<file path="src/rtl/menu_select_ctrl.sv">
`default_nettype none
// ============================================================================
// Module   : menu_select_ctrl
// Purpose  : N-item vertical menu with cursor navigation, valid/ready item
//            selection and registered per-pixel draw strobes.
// Revision : 1.0  initial release
// ============================================================================
module menu_select_ctrl #(
    parameter int N_ITEMS      = 4,
    parameter int WRAP         = 1,
    parameter int X0           = 80,
    parameter int Y0           = 200,
    parameter int PITCH        = 80,
    parameter int BOX_W        = 360,
    parameter int BOX_H        = 50,
    parameter int BORDER       = 3,
    parameter int CUR_X        = 450,
    parameter int CUR_SZ       = 20,
    parameter int BLINK_FRAMES = 16,
    parameter int CW           = $clog2(N_ITEMS)
) (
    input  logic          CLOCK_50,
    input  logic          rst_n,
    input  logic          en,
    input  logic          up,
    input  logic          down,
    input  logic          select,
    input  logic          frame_tick,
    input  logic [9:0]    Hpos,
    input  logic [9:0]    Vpos,
    output logic [CW-1:0] cursor,
    output logic          sel_valid,
    output logic [CW-1:0] sel_item,
    input  logic          sel_ready,
    output logic          draw_box,
    output logic          draw_hl,
    output logic          draw_cur
);

    typedef enum logic [1:0] {
        S_HIDDEN  = 2'd0,
        S_BROWSE  = 2'd1,
        S_PENDING = 2'd2
    } state_t;

    localparam int            NSLOT        = 1 << CW;
    localparam int            BW           = (BLINK_FRAMES > 2) ? $clog2(BLINK_FRAMES) : 1;
    localparam logic [CW-1:0] c_last       = CW'(N_ITEMS - 1);
    localparam logic [BW-1:0] c_blink_last = BW'((BLINK_FRAMES > 0) ? BLINK_FRAMES - 1 : 0);
    localparam logic [10:0]   c_x_box0     = 11'(X0);
    localparam logic [10:0]   c_x_box1     = 11'(X0 + BOX_W);
    localparam logic [10:0]   c_x_in0      = 11'(X0 + BORDER);
    localparam logic [10:0]   c_x_in1      = 11'(X0 + BOX_W - BORDER);
    localparam logic [10:0]   c_x_cur0     = 11'(CUR_X);
    localparam logic [10:0]   c_x_cur1     = 11'(CUR_X + CUR_SZ);

    state_t        state_q, state_d;
    logic [CW-1:0] cursor_q, cursor_d;
    logic          sel_valid_q, sel_valid_d;
    logic [CW-1:0] sel_item_q, sel_item_d;
    logic [BW-1:0] blink_cnt_q, blink_cnt_d;
    logic          blink_on_q, blink_on_d;
    logic          draw_box_q, draw_box_d;
    logic          draw_hl_q, draw_hl_d;
    logic          draw_cur_q, draw_cur_d;
    logic          blink_clr;

    logic [10:0]      w_hx, w_vy;
    logic             w_in_x_box, w_in_x_in, w_in_x_cur;
    logic [NSLOT-1:0] w_item_box, w_item_inner, w_item_cur_y;
    logic             w_visible;

    // Navigation, selection handshake and blink phase
    always_comb begin
        state_d     = state_q;
        cursor_d    = cursor_q;
        sel_valid_d = sel_valid_q;
        sel_item_d  = sel_item_q;
        blink_clr   = 1'b0;
        blink_cnt_d = blink_cnt_q;
        blink_on_d  = blink_on_q;

        case (state_q)
            S_HIDDEN: begin
                if (en) begin
                    state_d   = S_BROWSE;
                    blink_clr = 1'b1;
                end
            end
            S_BROWSE: begin
                if (!en) begin
                    state_d = S_HIDDEN;
                end else if (select) begin
                    sel_valid_d = 1'b1;
                    sel_item_d  = cursor_q;
                    state_d     = S_PENDING;
                end else if (up && !down) begin
                    if (cursor_q != '0) begin
                        cursor_d  = cursor_q - CW'(1);
                        blink_clr = 1'b1;
                    end else if (WRAP != 0) begin
                        cursor_d  = c_last;
                        blink_clr = 1'b1;
                    end
                end else if (down && !up) begin
                    if (cursor_q != c_last) begin
                        cursor_d  = cursor_q + CW'(1);
                        blink_clr = 1'b1;
                    end else if (WRAP != 0) begin
                        cursor_d  = '0;
                        blink_clr = 1'b1;
                    end
                end
            end
            S_PENDING: begin
                if (sel_valid_q && sel_ready) begin
                    sel_valid_d = 1'b0;
                    if (en) begin
                        state_d   = S_BROWSE;
                        blink_clr = 1'b1;
                    end else begin
                        state_d = S_HIDDEN;
                    end
                end
            end
            default: state_d = S_HIDDEN;
        endcase

        // A cursor move or (re)entry into browsing restarts the blink with the marker on
        if (blink_clr) begin
            blink_cnt_d = '0;
            blink_on_d  = 1'b1;
        end else if (frame_tick && (state_q != S_HIDDEN) && (BLINK_FRAMES != 0)) begin
            if (blink_cnt_q == c_blink_last) begin
                blink_cnt_d = '0;
                blink_on_d  = ~blink_on_q;
            end else begin
                blink_cnt_d = blink_cnt_q + BW'(1);
            end
        end
    end

    assign w_hx       = {1'b0, Hpos};
    assign w_vy       = {1'b0, Vpos};
    assign w_in_x_box = (w_hx >= c_x_box0) && (w_hx < c_x_box1);
    assign w_in_x_in  = (w_hx >= c_x_in0)  && (w_hx < c_x_in1);
    assign w_in_x_cur = (w_hx >= c_x_cur0) && (w_hx < c_x_cur1);

    // Unused slots above N_ITEMS are tied off so the cursor can index directly
    genvar gi;
    generate
        for (gi = 0; gi < NSLOT; gi++) begin : g_item
            if (gi < N_ITEMS) begin : g_real
                localparam logic [10:0] c_top  = 11'(Y0 + gi * PITCH);
                localparam logic [10:0] c_bot  = 11'(Y0 + gi * PITCH + BOX_H);
                localparam logic [10:0] c_itop = 11'(Y0 + gi * PITCH + BORDER);
                localparam logic [10:0] c_ibot = 11'(Y0 + gi * PITCH + BOX_H - BORDER);
                localparam logic [10:0] c_ctop = 11'(Y0 + gi * PITCH + (BOX_H - CUR_SZ) / 2);
                localparam logic [10:0] c_cbot = 11'(Y0 + gi * PITCH + (BOX_H - CUR_SZ) / 2 + CUR_SZ);
                assign w_item_box[gi]   = w_in_x_box && (w_vy >= c_top)  && (w_vy < c_bot);
                assign w_item_inner[gi] = w_in_x_in  && (w_vy >= c_itop) && (w_vy < c_ibot);
                assign w_item_cur_y[gi] = (w_vy >= c_ctop) && (w_vy < c_cbot);
            end else begin : g_pad
                assign w_item_box[gi]   = 1'b0;
                assign w_item_inner[gi] = 1'b0;
                assign w_item_cur_y[gi] = 1'b0;
            end
        end
    endgenerate

    assign w_visible = (state_q != S_HIDDEN) && en;

    always_comb begin
        draw_box_d = w_visible && (|(w_item_box & ~w_item_inner));
        draw_hl_d  = w_visible && w_item_inner[cursor_q];
        draw_cur_d = w_visible && w_in_x_cur && w_item_cur_y[cursor_q] &&
                     (blink_on_q || (BLINK_FRAMES == 0));
    end

    always_ff @(posedge CLOCK_50 or negedge rst_n) begin
        if (!rst_n) begin
            state_q     <= S_HIDDEN;
            cursor_q    <= '0;
            sel_valid_q <= 1'b0;
            sel_item_q  <= '0;
            blink_cnt_q <= '0;
            blink_on_q  <= 1'b1;
            draw_box_q  <= 1'b0;
            draw_hl_q   <= 1'b0;
            draw_cur_q  <= 1'b0;
        end else begin
            state_q     <= state_d;
            cursor_q    <= cursor_d;
            sel_valid_q <= sel_valid_d;
            sel_item_q  <= sel_item_d;
            blink_cnt_q <= blink_cnt_d;
            blink_on_q  <= blink_on_d;
            draw_box_q  <= draw_box_d;
            draw_hl_q   <= draw_hl_d;
            draw_cur_q  <= draw_cur_d;
        end
    end

    assign cursor    = cursor_q;
    assign sel_valid = sel_valid_q;
    assign sel_item  = sel_item_q;
    assign draw_box  = draw_box_q;
    assign draw_hl   = draw_hl_q;
    assign draw_cur  = draw_cur_q;

endmodule
`default_nettype wire

</file>
<file path="config.mk">
export PLATFORM = sky130hd
export DESIGN_NAME = menu_select_ctrl
export DESIGN_NICKNAME = d
export VERILOG_FILES = /design/src/rtl/menu_select_ctrl.sv
export SDC_FILE = /design/constraint.sdc
export NUM_CORES = 1
export LEC_CHECK = 0
export ABC_AREA = 0
export CAP_MARGIN = 10
export CELL_PAD_IN_SITES_DETAIL_PLACEMENT = 0
export CELL_PAD_IN_SITES_GLOBAL_PLACEMENT = 1
export CORE_ASPECT_RATIO = 0.5
export CORE_MARGIN = 5
export CORE_UTILIZATION = 32
export CTS_CLUSTER_SIZE = 40
export DETAILED_ROUTE_END_ITERATION = 10
export GPL_TIMING_DRIVEN = 0
export MAX_ROUTING_LAYER = met4
export PLACE_DENSITY_LB_ADDON = 0.1
export SYNTH_ARGS = -nofsm -noshare
export SYNTH_HDL_FRONTEND = slang
export SYNTH_SLANG_ARGS = --single-unit
</file>
<file path="constraint.sdc">
create_clock -name CLOCK_50 -period 1.53 [get_ports CLOCK_50]
set_input_delay 0.306 -clock CLOCK_50 [delete_from_list [all_inputs] [get_ports CLOCK_50]]
set_output_delay 0.306 -clock CLOCK_50 [all_outputs]
set_load 0.01 [all_outputs]
</file>
==> out/qor.csv <==
stage;metric;value;unit
layout;ANT cells;0;
setup_path;cell family with most CP delay;compound AO/OA/AOI/OAI gates;
yosys;sequential share of the synthesized area;0.267;
die;I/O pins;36;
flow_run;Max Cap Viol;0;
layout;Design Area, Final;2150;µm²
grt;Total Routing Usage GR;0.134;
yosys;ys flop type;dfrtp_1;
clock_tree;CTS tree;done;
outcome;status;finished clean;
setup_path;CP Class;input pin to flip-flop;
sta;FMAX;0.672;GHz
yosys;syn avg cell area;7.66;µm²
yosys;syn nets;220;
worst_hold_path;Hold WC Path Type;flip-flop to flip-flop;
setup_path;Slowest cell on crit path;a311o_1;
placed_design;routability cong.;0.877;
sta;final setup skew;3.39;ps
grt;first-pass GRT wire length;6480;µm
layout;commonest non-fill, non-tap cell in the layout;nand2_1;
drt;post-route ant nets;0;
clock_tree;H-tree depth;1;
pwr;leakage power;0.000888;µW
drt;wire per inst;14.0;µm
grt;vias in the first global route;1422;
setup_path;Max FO, Critical Path;5;
die;DIE AREA;5910;µm²
grt;initial antenna violation count;0;
drt;DR pass1 iterations;4;
clock_tree;Clock Sinks;15;
grt;largest net degree at the start of global routing;16;
layout;commonest cells after routing, fill and taps aside;23 x nand2_1, 14 x o21ai_0, 14 x clkdlybuf4s50_1;
drt;DRT iter0 DRCs;40;
drt;Vias/cell;5.30;
clock_tree;Worst-path clk slew;60;ps
sta;min Tclk post-route;1490;ps
sta;Setup-failing EPs final;0;
layout;area growth from synthesis to layout;52.3;%
yosys;share of synthesized flip-flops with an asynchronous set or reset;1.00;
placed_design;Detail Placement HPWL;2880;µm
setup_path;Largest stage delay, worst path;410;ps
drt;routed via count;1516;
setup_path;Crit path arrival time;1630;ps
yosys;EDFF count, synth;0;
pwr;pwr dens;1030;nW/µm²
setup_path;Crit. End Element;flip-flop;
placed_design;Area after DPL;1780;µm²
die;Rows;17;
clock_tree;Worst-Skew Late Latency;250;ps
pwr;Peak VDD IR;0.000411;V
sta;max_slew headroom;0.521;
die;core footprint;4320;µm²
grt;grt total ovfl;0;
setup_path;critical path buffer and inverter count;1;
sta;Slew Limit Fails;0;
clock_tree;number of CTS-inserted buffers;3;
layout;Total Nets Final;266;
drt;# DRC;0;
yosys;Ys Warns;0;
pwr;Tot Pwr;2220;µW
setup_path;startpoint types;input pin;
sta;Worst Hold Slack;480;ps
die;Initial Util;0.326;
yosys;post-synthesis instance total;184;
setup_path;Worst path depth;6;
layout;share of layout cells above drive strength 1;0.319;
die;Die Wd;104;µm
sta;fin crit share;0.972;
sta;worst-margin pin slew;716;ps
setup_path;worst-path cell chain;buf_4 -> a311o_1 -> a21boi_2 -> o211a_1 -> o21ai_2 -> a2111oi_2;
yosys;flops & latches, synth;15;
yosys;Mapped Area;1410;µm²
worst_hold_path;Min-Delay Path Depth;2;
setup_path;FF-to-FF path depth;6;
layout;Final Core Density;0.497;
clock_tree;Clock Path Buffers;2;
die;die height;56.9;µm
setup_path;worst endpoint required time;1670;ps
clock_tree;CTS Root Cell;clkbuf_8;
drt;final wirelength;4010;µm
placed_design;port bufs;30;
yosys;Cell variety after synth;48;
sta;Hold Vio Cnt, Final;0;
registers in the layout, summed over array words and instances, names as in the netlist:
name,flops
blink_cnt_q,4
blink_on_q,1
cursor,2
draw_box,1
draw_cur,1
draw_hl,1
sel_item,2
sel_valid,1
state_q,2
timing repair:
action                                 in CTS  in global routing
pin swaps                                  13                 17
endpoints found under the hold margin       0                  0
setup endpoints to repair                  10                 13
hold buffers                                0                  0
resized for setup                          44                 37
setup buffers                               7                  4
gates cloned                                0                  0
tightest hold or removal path: cells and delay by family, from the launching register on:
kind | cells | cell delay, ps
DFF | 1 | 340
and+or+nand+nor | 1 | 40
AOI/OAI and AO/OA | 1 | 60
through the flow:
step / setup WS [ps] / setup TNS, ps / instances
floorplan: -15.9 / -15.9 / 184
global placement: -717 / -6020 / 271
detailed placement: -682 / -5810 / 271
CTS: 0.883 / 0 / 282
global route: -36.0 / -66.7 / 286
finish: 42.6 / 0 / 286
layer usage:
layer  share of wire  up-vias  wire, µm  GRT usage
met5               0        -         0          -
met4          0.0047        0        19     0.0185
met3           0.024        2        98     0.0310
met2            0.52       21      2080      0.248
met1            0.45      720      1810      0.153
li1                -      773         -          -
cell type report:
class / instances / area, µm²
fill: 428 / 2170
multi-input combinational: 151 / 1160
timing repair buffer: 41 / 383
sequential: 15 / 378
buffer: 9 / 77.6
tap: 57 / 71.3
clock buffer: 3 / 41.3
inverter: 9 / 33.8
clock inverter: 1 / 5.00
Yosys cell counts, drive strengths merged, types with 3 or more instances:
library cell  instances  area share
buf                   7       0.038
a311oi                3       0.019
nand4                 3       0.013
a31oi                 4       0.018
xor2                  3       0.019
nor3b                 3       0.016
nand3                 6       0.021
o211ai                5       0.027
dfrtp                14        0.25
nand2                26       0.069
nand2b                7       0.031
nor2                 11       0.029
nor3                  6       0.021
a21oi                17       0.060
ha                    8       0.071
nor4                  3       0.013
o21ai                17       0.060
inv                   9       0.024
cells by family (layout without fill, tap and decap cells):
family | after synthesis | after routing | synth area share
AND/OR/NAND/NOR | 74 | 74 | 0.262
AO/OA/AOI/OAI | 66 | 66 | 0.314
XOR/XNOR | 3 | 3 | 0.0187
buffers and inverters | 18 | 63 | 0.0675
flip-flops | 15 | 15 | 0.267
adder cells (fa/ha/maj) | 8 | 8 | 0.0711
where the power goes:
part           switching, µW  internal [µW]  leakage, µW
Combinational            669            644     0.000673
Clock                    135            180    0.0000255
Sequential              88.7            504     0.000190
Total                    893           1330     0.000888
path summary, 6_finish.rpt:
kind                       slack, ps   startpoint              to
setup / recovery                  40      Vpos[0]         draw_hl
max in group asynchronous        540        rst_n       cursor[1]
hold reg to reg                  480  sel_item[0]     sel_item[0]
setup reg to reg                  60   state_q[1]  blink_cnt_q[3]
hold / removal                   480  sel_item[0]     sel_item[0]
min in group asynchronous        490        rst_n  blink_cnt_q[3]
No activity file was read; power rests on OpenSTA's default activity.
